<file path="config.mk">
export PLATFORM = sky130hd
export DESIGN_NAME = score_stream_tx
export DESIGN_NICKNAME = d
export VERILOG_FILES = /design/src/rtl/score_stream_tx.sv
export SDC_FILE = /design/constraint.sdc
export NUM_CORES = 1
export LEC_CHECK = 0
export CORE_MARGIN = 2
export CORE_UTILIZATION = 60
export CTS_BUF_LIST = sky130_fd_sc_hd__clkbuf_2 sky130_fd_sc_hd__clkbuf_4 sky130_fd_sc_hd__clkbuf_8
export DETAILED_ROUTE_END_ITERATION = 6
export HOLD_SLACK_MARGIN = 0.1
export PLACE_DENSITY = 0.85
export SYNTH_ARGS = -nofsm -noshare
export SYNTH_HDL_FRONTEND = slang
export SYNTH_SLANG_ARGS = --single-unit
</file>
<file path="constraint.sdc">
create_clock -name i_clk -period 9.22 [get_ports i_clk]
set_clock_uncertainty 0.1 [all_clocks]
set_input_delay 2.766 -clock i_clk [delete_from_list [all_inputs] [get_ports i_clk]]
set_output_delay 2.766 -clock i_clk [all_outputs]
set_load 0.01 [all_outputs]
</file>
<file path="src/rtl/score_stream_tx.sv">
// Transmit side of the softmax score stream: buffers a vector of signed Q8.8 scores, then
// presents them one per cycle with a valid qualifier and a held end-of-input flag.
module score_stream_tx #(
  parameter int unsigned WIDTH      = 8,
  parameter int unsigned DEPTH      = 16,
  parameter int unsigned AW         = 4,
  parameter int unsigned END_CYCLES = 4
) (
  input  logic                 i_clk,
  input  logic                 i_reset,
  input  logic                 i_wr_en,
  input  logic [2*WIDTH-1:0]   i_wr_data,
  input  logic                 i_start,
  input  logic                 i_out_ready,
  output logic [2*WIDTH-1:0]   o_number,
  output logic                 o_number_valid,
  output logic                 o_end_of_input_flag,
  output logic                 o_busy,
  output logic [AW:0]          o_count,
  output logic                 o_full,
  output logic                 o_wr_err,
  output logic                 o_done
);

  localparam int unsigned DW = 2 * WIDTH;
  localparam int unsigned EW = (END_CYCLES > 1) ? $clog2(END_CYCLES + 1) : 1;

  typedef enum logic [1:0] {
    StIdle,
    StStream,
    StEnd
  } state_e;

  state_e          r_state;
  logic [DW-1:0]   r_mem [DEPTH];
  logic [AW-1:0]   r_rd_ptr;
  logic [AW:0]     r_count;
  logic [EW-1:0]   r_end_cnt;
  logic [DW-1:0]   r_number;
  logic            r_valid;
  logic            r_eoi;
  logic            r_wr_err;
  logic            r_done;

  logic            w_full;
  logic            w_wr_accept;
  logic            w_last;
  logic            w_end_last;
  logic [AW-1:0]   w_rd_next;

  assign w_full      = (r_count == (AW+1)'(DEPTH));
  // A simultaneous start always wins over a write.
  assign w_wr_accept = !i_reset && (r_state == StIdle) && i_wr_en && !i_start && !w_full;
  assign w_last      = ({1'b0, r_rd_ptr} == (r_count - (AW+1)'(1)));
  assign w_end_last  = (r_end_cnt == EW'(END_CYCLES - 1));
  assign w_rd_next   = r_rd_ptr + AW'(1);

  // Score storage carries no reset; contents are only read below the write pointer.
  always_ff @(posedge i_clk) begin
    if (w_wr_accept) begin
      r_mem[r_count[AW-1:0]] <= i_wr_data;
    end
  end

  always_ff @(posedge i_clk) begin
    if (i_reset) begin
      r_state   <= StIdle;
      r_rd_ptr  <= '0;
      r_count   <= '0;
      r_end_cnt <= '0;
      r_number  <= '0;
      r_valid   <= 1'b0;
      r_eoi     <= 1'b0;
      r_wr_err  <= 1'b0;
      r_done    <= 1'b0;
    end else begin
      r_wr_err <= 1'b0;
      r_done   <= 1'b0;
      case (r_state)
        StIdle: begin
          if (i_start) begin
            if (r_count != '0) begin
              r_state  <= StStream;
              r_rd_ptr <= '0;
              r_number <= r_mem[0];
              r_valid  <= 1'b1;
              r_wr_err <= i_wr_en;
            end else begin
              r_wr_err <= 1'b1;
            end
          end else if (i_wr_en) begin
            if (w_full) begin
              r_wr_err <= 1'b1;
            end else begin
              r_count <= r_count + (AW+1)'(1);
            end
          end
        end
        StStream: begin
          r_wr_err <= i_wr_en;
          if (i_out_ready) begin
            if (w_last) begin
              // Number keeps the last score through the end phase.
              r_state   <= StEnd;
              r_valid   <= 1'b0;
              r_eoi     <= 1'b1;
              r_end_cnt <= '0;
            end else begin
              r_rd_ptr <= w_rd_next;
              r_number <= r_mem[w_rd_next];
            end
          end
        end
        StEnd: begin
          r_wr_err <= i_wr_en;
          if (w_end_last) begin
            r_state   <= StIdle;
            r_eoi     <= 1'b0;
            r_done    <= 1'b1;
            r_count   <= '0;
            r_end_cnt <= '0;
          end else begin
            r_end_cnt <= r_end_cnt + EW'(1);
          end
        end
        default: begin
          r_state <= StIdle;
        end
      endcase
    end
  end

  assign o_number            = r_number;
  assign o_number_valid      = r_valid;
  assign o_end_of_input_flag = r_eoi;
  assign o_busy              = (r_state != StIdle);
  assign o_count             = r_count;
  assign o_full              = w_full;
  assign o_wr_err            = r_wr_err;
  assign o_done              = r_done;

endmodule
</file>
* Yosys cells after proc, flatten, opt, wreduce, memory -nomap -nowiden *
Memories as Yosys holds them, arrays and structs flattened.
Cells that the tools add are included.

word-level totals
  register bits after elaboration = 34
  memory bits (writable) = 256
  output and inout port bits = 27
  logic and storage cells = 92
  memories = 1

memory list
  name   depth  width  read ports  clocked after Yosys merged registers in  write ports  RTL line  text
  r_mem  16     16     2           0                                        1            35        logic [DW-1:0] r_mem [DEPTH];

cells by class
  add/subtract/negate cells = 4
  equality and inequality tests = 14
  mux-type cells = 42
  bitwise operators = 1
  reduce and logical (&&, ||, !) cells = 21

operator list
  cell                                              count
  2-to-1 mux 16 bit                                 4
  case mux 16 bit (2 select lines)                  1
  2-to-1 mux 5 bit                                  4
  AND reduction 5 bit                               4
  2-to-1 mux 4 bit                                  4
  != test 2 bit, second input constant              8
  2-to-1 mux 1 bit                                  14
  2-to-1 mux 2 bit                                  5
  case mux 5 bit (2 select lines)                   1
  2-to-1 mux 3 bit                                  3
  case mux 4 bit (2 select lines)                   1
  nonzero test 2 bit                                4
  case mux 1 bit (2 select lines)                   3
  case mux 2 bit (3 select lines)                   1
  case mux 3 bit (2 select lines)                   1
  adder 5 x 1 -> 5 bit, second input constant       1
  equality test 4 x 5 -> 1 bit                      1
  equality test 5 bit, second input constant        1
  nonzero test 5 bit                                1
  subtractor 5 x 1 -> 5 bit, second input constant  1
  adder 4 x 1 -> 4 bit, second input constant       1
  logical AND 1 bit                                 4
  AND reduction 4 bit                               1
  OR reduction 2 bit                                2
  other kinds (9)                                   11

* Longest topological paths before layout *
Gate-level depths: netlist of the first run.

  depth in word-level cells = 7
  depth in mapped cells = 10

* Worst setup path after synthesis of the first run *
No wires, ideal clock.

  path type = input-to-reg
  start point = input i_start
  end point = memory r_mem[0][0] in the netlist's numbering (enable)
  library setup time = 0.409 ns
  data arrival time = 4.765 ns
  required time = 8.711 ns
  setup slack = 3.946 ns
  stages on the path = 5
  path buffers = 0
  path through = nand2b_1 or2_2 nor3_1 nand2_1 nor3_1

on the way
  longest elaborated chain between the ends = 5

RTL lines
  element                                 RTL line  text
  from (decl)                             13        input logic i_start,
  zero test 1 bit                         53        assign w_wr_accept = !i_reset && (r_state == StIdle) && i_wr_en && !i_start && !w_full;
  logical AND 1 bit (2 in a row)          53
  2-to-1 mux 1 bit                        60        if (w_wr_accept) begin
  2-to-1 mux 1 bit (not written as such)  61        r_mem[r_count[AW-1:0]] <= i_wr_data;
  to (decl)                               35

Every way passes these cells.

* Final worst setup path of the first run *
  start point = input i_start
  end point = memory r_mem[15][5] in the netlist's numbering (enable)

Same word-level chain as after synthesis.

==> impl_metrics.yaml, run 1 <==
synthesis:
  ys_types: 56
  synth_flop_cell: "edfxtp_1"
  synth_area_per_cell_sq_um: 16.9
  synth_top_family_by_area: "multiplexers"
  yosys.area_share.simple: 0.0561
  synth_xor_xnor_area_share: 0.00804
  async_reset_ff_frac: 0
  synth-edff-count: 256
  yosysWarnings: 0
  synth_compound_area_frac: 0.0565
  synth_area_sq_um: 12000
  synth_fa_ha_area_frac: 0.0125
  ys_ff_latch: 290
  synth.mux.area_fraction: 0.148
  seq_area_frac_synth: 0.699
  synth_fp_nets: 742
  syn_inst: 709
clock_tree:
  clkLatencyLatePin_ns: 0.56
  cts-root-buf: "clkbuf_8"
  hold_buffers: 0
  cts_inserted_buffers: 44
  post_cts_buffers: 0
  clockBufferDepth: 3
  clkSlewWorstSetupHoldPaths_ns: 0.06
  htreeDepth: 2
  cts_tree: "yes"
  cts_sinks: 290
  ctsResizeCount: 0
routing:
  wire_per_inst_microns: 26.6
  drcViolationCount: 0
  drt_iter0_markers: 820
  wirelength_microns: 28700
  num_vias: 6865
  drtAntennaViolNets: 0
  vias_per_cell: 6.37
  firstDrtPassIters: 5
floorplanning:
  die_area_sq_um: 21100
  fp-row-count: 51
  pin_count: 48
  die_w_microns: 145
  die_h_microns: 145
  start_util: 0.613
  coreArea_sq_um: 19500
critical_path:
  max_stage_delay_ns: 1.12
  critPathKind: "input pin to flop"
  critPathLaunchType: "input pin"
  path_delay_family: "simple AND/OR/NAND/NOR gates"
  cp.arrival_ns: 5.73
  path_cells: "clkdlybuf4s50_1 > nand2b_1 > or2_2 > nor3_1 > nand2_1 > nor2_1"
  crit_buf_inv: 1
  critPathRequiredTime_ns: 9.28
  end_kind: "flop"
  critical_path_peak_fanout: 16
  slowest_stage: "nor2_1"
layout:
  drive_gt1_frac: 0.197
  final_common_cell: "edfxtp_1"
  final_cell_mix: "edfxtp_1, mux2i_1, nand2_1, mux4_2, clkdlybuf4s50_1"
  nNetsFinal: 810
  fill_cells: 1207
  area_delta_synth_final_pct: 13.8
power:
  leakage_nw: 4.27
  power_density_nw_per_um2: 225
  irDropWorstVdd_uv: 216
placed_design:
  portBuffers: 47
  hpwlAfterDp_microns: 18200
  gp_congestion: 0.882
status:
  outcome: "complete, no violations"
timing:
  final_max_slew_viol_count: 0
  fmax_mhz: 176
  finalSetupViolCount: 0
  period_needed_ns: 5.67
  rsz0062_at_grt: "no"
  hold_viol_final: 0
  setup_tns_ns: 0
  slew_headroom: 0.0563
  min_period_over_period: 0.615
  worst_slew_pin_slew_ns: 1.41
  hold_ws_ns: 0.396
global_route:
  grt_pass1_vias: 7035
  antenna_found_initial: 2
  grt_overflow_total: 0
  grt_use_total: 0.273
  grt_max_degree: 55
  grt_first_pass_wirelength_microns: 42600
job:
  max_cap_violations: 0
hold_path:
  hp-class: "flop to flop"
==> sequential cells by signal, summed over array words and instances (netlist names) <==
register and count:
r_mem 256, o_number 16, o_count 5, r_rd_ptr 4, r_end_cnt 3, r_state 2, o_done 1, o_end_of_input_flag 1
o_number_valid 1, o_wr_err 1
==> per-stage QoR <==
step           cell area, sq um  std cells  utilization  power, mW  setup slack, ns
2_1_floorplan             12000        709            -       1.84             3.95
3_3_place_gp              12700        995        0.652       2.01             3.21
3_5_place_dp              12700        995        0.652       2.03             3.07
4_1_cts                   13600       1075        0.697       3.07             3.58
5_1_grt                   13600       1076        0.697       3.18             3.43
6_report                  13600       1078        0.698       3.07             3.55
==> worst paths after layout <==
path	cells after the start	startpoint	endpoint	slack, ns
worst max-delay path	6	i_start	r_mem[15][5]$_DFFE_PP_	3.55
worst min-delay path	1	r_end_cnt[2]$_SDFFE_PP0P_	r_end_cnt[2]$_SDFFE_PP0P_	0.40
worst max register to register	6	r_rd_ptr[0]$_SDFFE_PP0P_	o_number[7]$_SDFFE_PP0P_	5.11
worst min register to register	1	r_end_cnt[2]$_SDFFE_PP0P_	r_end_cnt[2]$_SDFFE_PP0P_	0.40
==> where the power goes <==
group | switching, mW | internal [mW] | total (mW)
Sequential | 0.0483 | 1.47 | 1.52
Clock | 0.477 | 0.579 | 1.06
Combinational | 0.289 | 0.205 | 0.494
==> cell usage after synthesis, drive strengths merged, types with 3 or more instances <==
library cell | number | share of area
a211oi | 17 | 0.014
a21oi | 28 | 0.013
a221oi | 16 | 0.012
and2 | 3 | 0.0018
buf | 24 | 0.012
clkbuf | 17 | 0.0053
dfxtp | 34 | 0.057
edfxtp | 256 | 0.64
ha | 12 | 0.013
inv | 7 | 0.0022
mux2 | 3 | 0.0028
mux2i | 64 | 0.053
mux4 | 49 | 0.092
nand2 | 57 | 0.018
nand2b | 7 | 0.0037
nand3 | 6 | 0.0025
nand3b | 3 | 0.0019
nor2 | 43 | 0.014
nor3 | 10 | 0.0042
nor3b | 4 | 0.0025
nor4 | 3 | 0.0016
o2111ai | 3 | 0.0027
o211ai | 3 | 0.0019
o21ai | 4 | 0.0017
xnor2 | 7 | 0.0051
xor2 | 4 | 0.0029
==> kinds of logic after synthesis <==
family,Yosys count
XOR/XNOR,11
AND/OR/NAND/NOR,145
multiplexers,116
buffers and inverters,48
AO/OA/AOI/OAI,87
flip-flops,290
adder cells (fa/ha/maj),12
==> metal layers <==
layer  part of all wire  routed length [microns]  GRT usage
met5                  0                        0          0
met4              0.037                     1070      0.114
met3               0.10                     2940     0.0613
met2               0.49                    14200      0.448
met1               0.37                    10500      0.358
==> area by class of cell <==
cell class | count | area, sq um | share of cell area
flip-flops and latches | 290 | 8370 | 0.614
multi-input cells | 371 | 3410 | 0.251
clock inverters | 19 | 143 | 0.0105
repair buffers | 63 | 594 | 0.0436
diodes | 2 | 5.00 | 0.000367
clock buffers | 61 | 739 | 0.0543
inverters | 7 | 26.3 | 0.00193
well taps | 265 | 332 | 0.0243
(Power assumes the default switching activity.)
==> run 2: changes to the inputs <==
--- a/config.mk
+++ b/config.mk
@@ -6,11 +6,11 @@
 export NUM_CORES = 1
 export LEC_CHECK = 0
 export CORE_MARGIN = 2
-export CORE_UTILIZATION = 60
+export CORE_UTILIZATION = 57
 export CTS_BUF_LIST = sky130_fd_sc_hd__clkbuf_2 sky130_fd_sc_hd__clkbuf_4 sky130_fd_sc_hd__clkbuf_8
 export DETAILED_ROUTE_END_ITERATION = 6
 export HOLD_SLACK_MARGIN = 0.1
-export PLACE_DENSITY = 0.85
+export PLACE_DENSITY = 0.84
 export SYNTH_ARGS = -nofsm -noshare
 export SYNTH_HDL_FRONTEND = slang
 export SYNTH_SLANG_ARGS = --single-unit
==> constraint.sdc (replaced) <==
create_clock -name i_clk -period 5.2 [get_ports i_clk]
set_clock_uncertainty 0.1 [all_clocks]
set_input_delay 1.56 -clock i_clk [delete_from_list [all_inputs] [get_ports i_clk]]
set_output_delay 1.56 -clock i_clk [all_outputs]
set_load 0.01 [all_outputs]
==> run 2 against run 1 <==
  * Critical path depth is 2 lower
  * Design area hardly changed
  * Cell count is 0.56% higher
  * Largest cell class unchanged
  * Clock-buffer cell count is 3 lower
  * Sequential cell count stayed put
  * Sequential power is 75% higher
  * Core utilization is 4.4 points lower
==> impl_metrics.yaml, run 2 (synthesis gave the netlist of run 1 again) <==
clock_tree:
  hold_buffers: 0
  cts_sinks: 290
  cts_tree: "yes"
  htreeDepth: 2
  ctsResizeCount: 0
  cts-root-buf: "clkbuf_8"
  clkSlewWorstSetupHoldPaths_ns: 0.06
  post_cts_buffers: 0
  cts_inserted_buffers: 43
  clkLatencyLatePin_ns: 0.56
  clockBufferDepth: 3
global_route:
  grt_first_pass_wirelength_microns: 40600
  grt_use_total: 0.253
  grt_overflow_total: 0
  grt_pass1_vias: 6986
  grt_max_degree: 54
  antenna_found_initial: 0
power:
  seq_power_share: 0.500
  leakage_nw: 4.27
  clkPwrFrac: 0.331
  power_frac_comb: 0.169
  power_density_nw_per_um2: 391
  p_sw_mw: 1.39
  internal_power_mw: 3.93
  swShare: 0.262
  irDropWorstVdd_uv: 319
critical_path:
  max_stage_delay_ns: 0.64
  crit_buf_inv: 2
  cp.arrival_ns: 2.61
  critPathLaunchType: "flop"
  cp.depth: 4
  critPathKind: "flop to output port"
  critical_path_peak_fanout: 9
  reg2regPathDepth: 6
  slowest_stage: "clkdlybuf4s50_1"
  end_kind: "output port"
  r2r-start: "r_state[1]$_SDFFE_PP0P_"
  path_cells: "inv_1 > ha_1 > nor4bb_1 > clkdlybuf4s50_1"
  crit_start: "o_count[0]$_SDFFE_PP0P_"
  r2r_slack_ns: 1.62
  path_delay_family: "buffers and inverters"
  critPathRequiredTime_ns: 3.54
hold_path:
  hold_depth: 1
  hp-start: "r_end_cnt[2]$_SDFFE_PP0P_"
  hp-class: "flop to flop"
layout:
  drive_gt1_frac: 0.199
  nNetsFinal: 816
  final_common_cell: "edfxtp_1"
  fill_cells: 1372
  fin_util: 0.654
  fin_area_sq_um: 13600
  largest_reg_flops: 256
  area_delta_synth_final_pct: 13.7
  antenna-diode-count: 0
  final_cell_mix: "edfxtp_1, mux2i_1, nand2_1, mux4_2"
placed_design:
  placed_cell_area_sq_um: 12800
  portBuffers: 47
  hpwlAfterDp_microns: 17600
  post-place-ws_ns: 0.934
  gp_congestion: 0.912
routing:
  wirelength_microns: 27300
  wire_per_inst_microns: 25.2
  drcViolationCount: 0
  num_vias: 6807
  firstDrtPassIters: 5
  drt_iter0_markers: 734
  drtAntennaViolNets: 0
  vias_per_cell: 6.28
floorplanning:
  pin_count: 48
  fp-row-count: 53
  die_area_sq_um: 22200
  die_h_microns: 149
  coreArea_sq_um: 20800
  start_util: 0.575
  die_w_microns: 149
timing:
  setup_tns_ns: 0
  rsz0062_at_grt: "no"
  hold_viol_final: 0
  hold_ws_ns: 0.407
  final_max_slew_viol_count: 0
  period_needed_ns: 4.27
  min_period_over_period: 0.822
  slew_headroom: 0.215
  worst_slew_pin_slew_ns: 1.17
  finalSetupViolCount: 0
  worst_slack_ns: 0.927
  fmax_mhz: 234
status:
  outcome: "complete, no violations"
job:
  max_cap_violations: 0
## run 2: through the flow
step | total power [mW] | instances
after floorplan | 3.27 | 709
after global placement | 3.55 | 1013
after detailed placement | 3.58 | 1013
after CTS | 5.34 | 1084
after global routing | 5.51 | 1084
final | 5.32 | 1084
## run 2: area by class of cell
class,count,area [sq um],area share
clock buffer,58,729,0.0536
clock inverter,13,85.1,0.00625
inverter,7,26.3,0.00193
multi-input combinational,371,3410,0.251
sequential,290,8370,0.615
tap,275,344,0.0253
timing repair buffer,70,643,0.0472
## run 2: path summary, 6_finish.rpt
check	to
max	o_full
min	r_end_cnt[2]$_SDFFE_PP0P_
max reg2reg	o_number[15]$_SDFFE_PP0P_
min reg2reg	r_end_cnt[2]$_SDFFE_PP0P_
## run 2: power groups by stage
stage	Combinational [mW]	Clock [mW]	Sequential, mW
6_report	0.900	1.76	2.66
5_1_grt	0.961	1.88	2.67
4_1_cts	0.892	1.78	2.66
3_5_place_dp	0.876	0	2.70
3_3_place_gp	0.849	0	2.70
2_1_floorplan	0.547	0	2.72
## run 2: worst register-to-register path, stage by stage (launching register included)
cell	delay [ns]
dfxtp_1	0.35
inv_1	0.11
ha_1	0.56
inv_1	0.63
nor2_1	1.09
a221oi_1	0.34
a211oi_1	0.30
## run 2: routing by layer
layer  part of all wire  track usage  vias to the layer above
met1               0.37        0.314                     3409
met4              0.051        0.129                        0
met2               0.51        0.425                      358
met3              0.075       0.0529                       91
li1                   -            -                     2949
met5                  0            0                        -
==> run 3: changes to the inputs <==
--- a/config.mk
+++ b/config.mk
@@ -6,11 +6,11 @@
 export NUM_CORES = 1
 export LEC_CHECK = 0
 export CORE_MARGIN = 2
-export CORE_UTILIZATION = 57
+export CORE_UTILIZATION = 60
 export CTS_BUF_LIST = sky130_fd_sc_hd__clkbuf_2 sky130_fd_sc_hd__clkbuf_4 sky130_fd_sc_hd__clkbuf_8
 export DETAILED_ROUTE_END_ITERATION = 6
 export HOLD_SLACK_MARGIN = 0.1
-export PLACE_DENSITY = 0.84
+export PLACE_DENSITY = 0.85
 export SYNTH_ARGS = -nofsm -noshare
 export SYNTH_HDL_FRONTEND = slang
 export SYNTH_SLANG_ARGS = --single-unit
==> constraint.sdc (replaced) <==
create_clock -name i_clk -period 4.35 [get_ports i_clk]
set_clock_uncertainty 0.1 [all_clocks]
set_input_delay 1.305 -clock i_clk [delete_from_list [all_inputs] [get_ports i_clk]]
set_output_delay 1.305 -clock i_clk [all_outputs]
set_load 0.01 [all_outputs]
==> run 3 against run 2 <==
  * Combinational power is 22% higher
  * Highest routed layer unchanged
  * Total power grew 25%
  * Worst setup slack worse by 0.56 ns
  * First-iteration DRC count up 17%
  * Worst hold slack got worse by 0.0023 ns
  * Global-route usage increased by 1.1 points
  * Via count up 1.8%
  * Routed wire length is 0.53% higher
  * Die area down 4.9%
  * Register-to-register slack got worse by 0.52 ns
  * Core utilization rose by 5.1 points
  * Sequential power increased by 20%
==> impl_metrics.yaml, run 3 (synthesis gave the netlist of run 1 again) <==
critical_path:
  critical_path_peak_fanout: 9
  slowest_stage: "clkdlybuf4s50_1"
  cp.arrival_ns: 2.58
  end_kind: "output port"
  critPathKind: "flop to output port"
  r2r-start: "o_count[0]$_SDFFE_PP0P_"
  r2r_slack_ns: 1.10
  reg2regPathDepth: 8
  max_stage_delay_ns: 0.63
  r2r-end: "r_mem[12][9]$_DFFE_PP_"
  critPathRequiredTime_ns: 2.94
  path_cells: "inv_1 > ha_1 > nor4bb_1 > clkdlybuf4s50_1"
  critPathLaunchType: "flop"
layout:
  final_common_cell: "edfxtp_1"
  drive_gt1_frac: 0.207
  fill_cells: 1194
  nNetsFinal: 822
  final_cell_mix: "edfxtp_1, mux2i_1, nand2_1, mux4_2, clkdlybuf4s50_1"
  antenna-diode-count: 0
  multi_input_area_sq_um: 3410
  area_delta_synth_final_pct: 14.9
  largest_reg_flops: 256
  finalNonFillerCells: 1085
  seqCellArea_sq_um: 8370
routing:
  wire_per_inst_microns: 25.3
  drt_iter0_markers: 860
  vias_per_cell: 6.39
  drtAntennaViolNets: 0
  num_vias: 6928
  firstDrtPassIters: 5
  wirelength_microns: 27500
  drcViolationCount: 0
floorplanning:
  die_h_microns: 145
  pin_count: 48
  die_w_microns: 145
  die_area_sq_um: 21100
  start_util: 0.613
  coreArea_sq_um: 19500
  fp-row-count: 51
global_route:
  grt_pass1_vias: 6968
  grt_overflow_total: 0
  grt_use_total: 0.264
  grt_first_pass_wirelength_microns: 42000
  antenna_found_initial: 0
  grt_max_degree: 45
timing:
  fmax_mhz: 251
  period_needed_ns: 3.98
  slew_headroom: 0.130
  final_max_slew_viol_count: 0
  min_period_over_period: 0.916
  finalSetupViolCount: 0
  worst_slew_pin_slew_ns: 1.30
  setup_tns_ns: 0
  hold_viol_final: 0
  hold_ws_ns: 0.404
  rsz0062_at_grt: "no"
power:
  irDropWorstVdd_uv: 368
  power_frac_comb: 0.165
  p_sw_mw: 1.76
  seq_power_share: 0.480
  swShare: 0.264
  leakage_nw: 4.34
  clkPwrFrac: 0.355
  internal_power_mw: 4.91
  power_density_nw_per_um2: 484
clock_tree:
  cts_inserted_buffers: 43
  cts-root-buf: "clkbuf_8"
  clkSlewWorstSetupHoldPaths_ns: 0.06
  cts_tree: "yes"
  htreeDepth: 2
  hold_buffers: 0
  cts_sinks: 290
  ctsResizeCount: 0
  clockBufferDepth: 3
  post_cts_buffers: 0
  clkLatencyLatePin_ns: 0.59
hold_path:
  hold_depth: 1
  hp-class: "flop to flop"
  hp-start: "r_end_cnt[2]$_SDFFE_PP0P_"
  min_to: "r_end_cnt[2]$_SDFFE_PP0P_"
status:
  outcome: "complete, no violations"
placed_design:
  gp_congestion: 0.828
  portBuffers: 47
  hpwlAfterDp_microns: 17500
  placed_cells: 1009
job:
  max_cap_violations: 0
## run 3: cell count changes in the layout (fill, tap and decap cells not counted), moves of 2 or more
| cell | delta |
|---|---|
| bufinv_16 | +4 |
| clkinv_1 | +2 |
| inv_8 | +2 |
| clkbuf_8 | -4 |
| buf_4 | +5 |
| clkbuf_4 | +2 |
## run 3: layer usage
layer,global-route usage,vias up,part of all wire
met2,0.438,431,0.50
met1,0.362,3461,0.38
met3,0.0503,68,0.093
met4,0.0775,0,0.028
met5,0,-,0
li1,-,2968,-
## run 3: cell type report
class / instances / share of cell area
multi-input cells: 371 / 0.248
repair buffers: 76 / 0.0509
well taps: 265 / 0.0241
clock buffers: 56 / 0.0501
inverters: 7 / 0.00191
flip-flops and latches: 290 / 0.608
clock inverters: 20 / 0.0166
## run 3: worst max path at each step
| stage | from | end | slack (ns) | cells past startpoint |
|---|---|---|---|---|
| 2_1_floorplan | i_start | r_mem[0][0]$_DFFE_PP_ | 0.54 | 5 |
| 3_3_place_gp | i_start | r_mem[12][4]$_DFFE_PP_ | 0.49 | 7 |
| 3_5_place_dp | i_start | r_mem[12][9]$_DFFE_PP_ | 0.40 | 7 |
| 4_1_cts | o_count[0]$_SDFFE_PP0P_ | o_full | 0.45 | 4 |
| 5_1_grt | o_count[0]$_SDFFE_PP0P_ | o_full | 0.27 | 4 |
| 6_report | o_count[0]$_SDFFE_PP0P_ | o_full | 0.37 | 4 |
## run 3: through the flow
stage / area [sq um] / total power, mW / util / setup WS (ns)
final: 13800 / 6.67 / 0.705 / 0.367
after global routing: 13800 / 6.86 / 0.705 / 0.272
after CTS: 13800 / 6.68 / 0.705 / 0.453
after detailed placement: 12800 / 4.32 / 0.658 / 0.397
after global placement: 12800 / 4.27 / 0.658 / 0.487
after floorplan: 12000 / 3.91 / - / 0.537
## run 3: power groups by stage
stage	logic [mW]	registers, mW	clock network [mW]
6_report	1.10	3.20	2.37
5_1_grt	1.16	3.20	2.50
4_1_cts	1.09	3.19	2.40
3_5_place_dp	1.07	3.25	0
3_3_place_gp	1.03	3.24	0
2_1_floorplan	0.653	3.25	0
## run 3: worst max-delay path: cells and delay by family, from the launching register on
kind / cells / cell delay (ns)
adder cells (fa/ha/maj): 1 / 0.30
flip-flops: 1 / 0.41
AND/OR/NAND/NOR: 1 / 0.52
buffers and inverters: 2 / 0.79
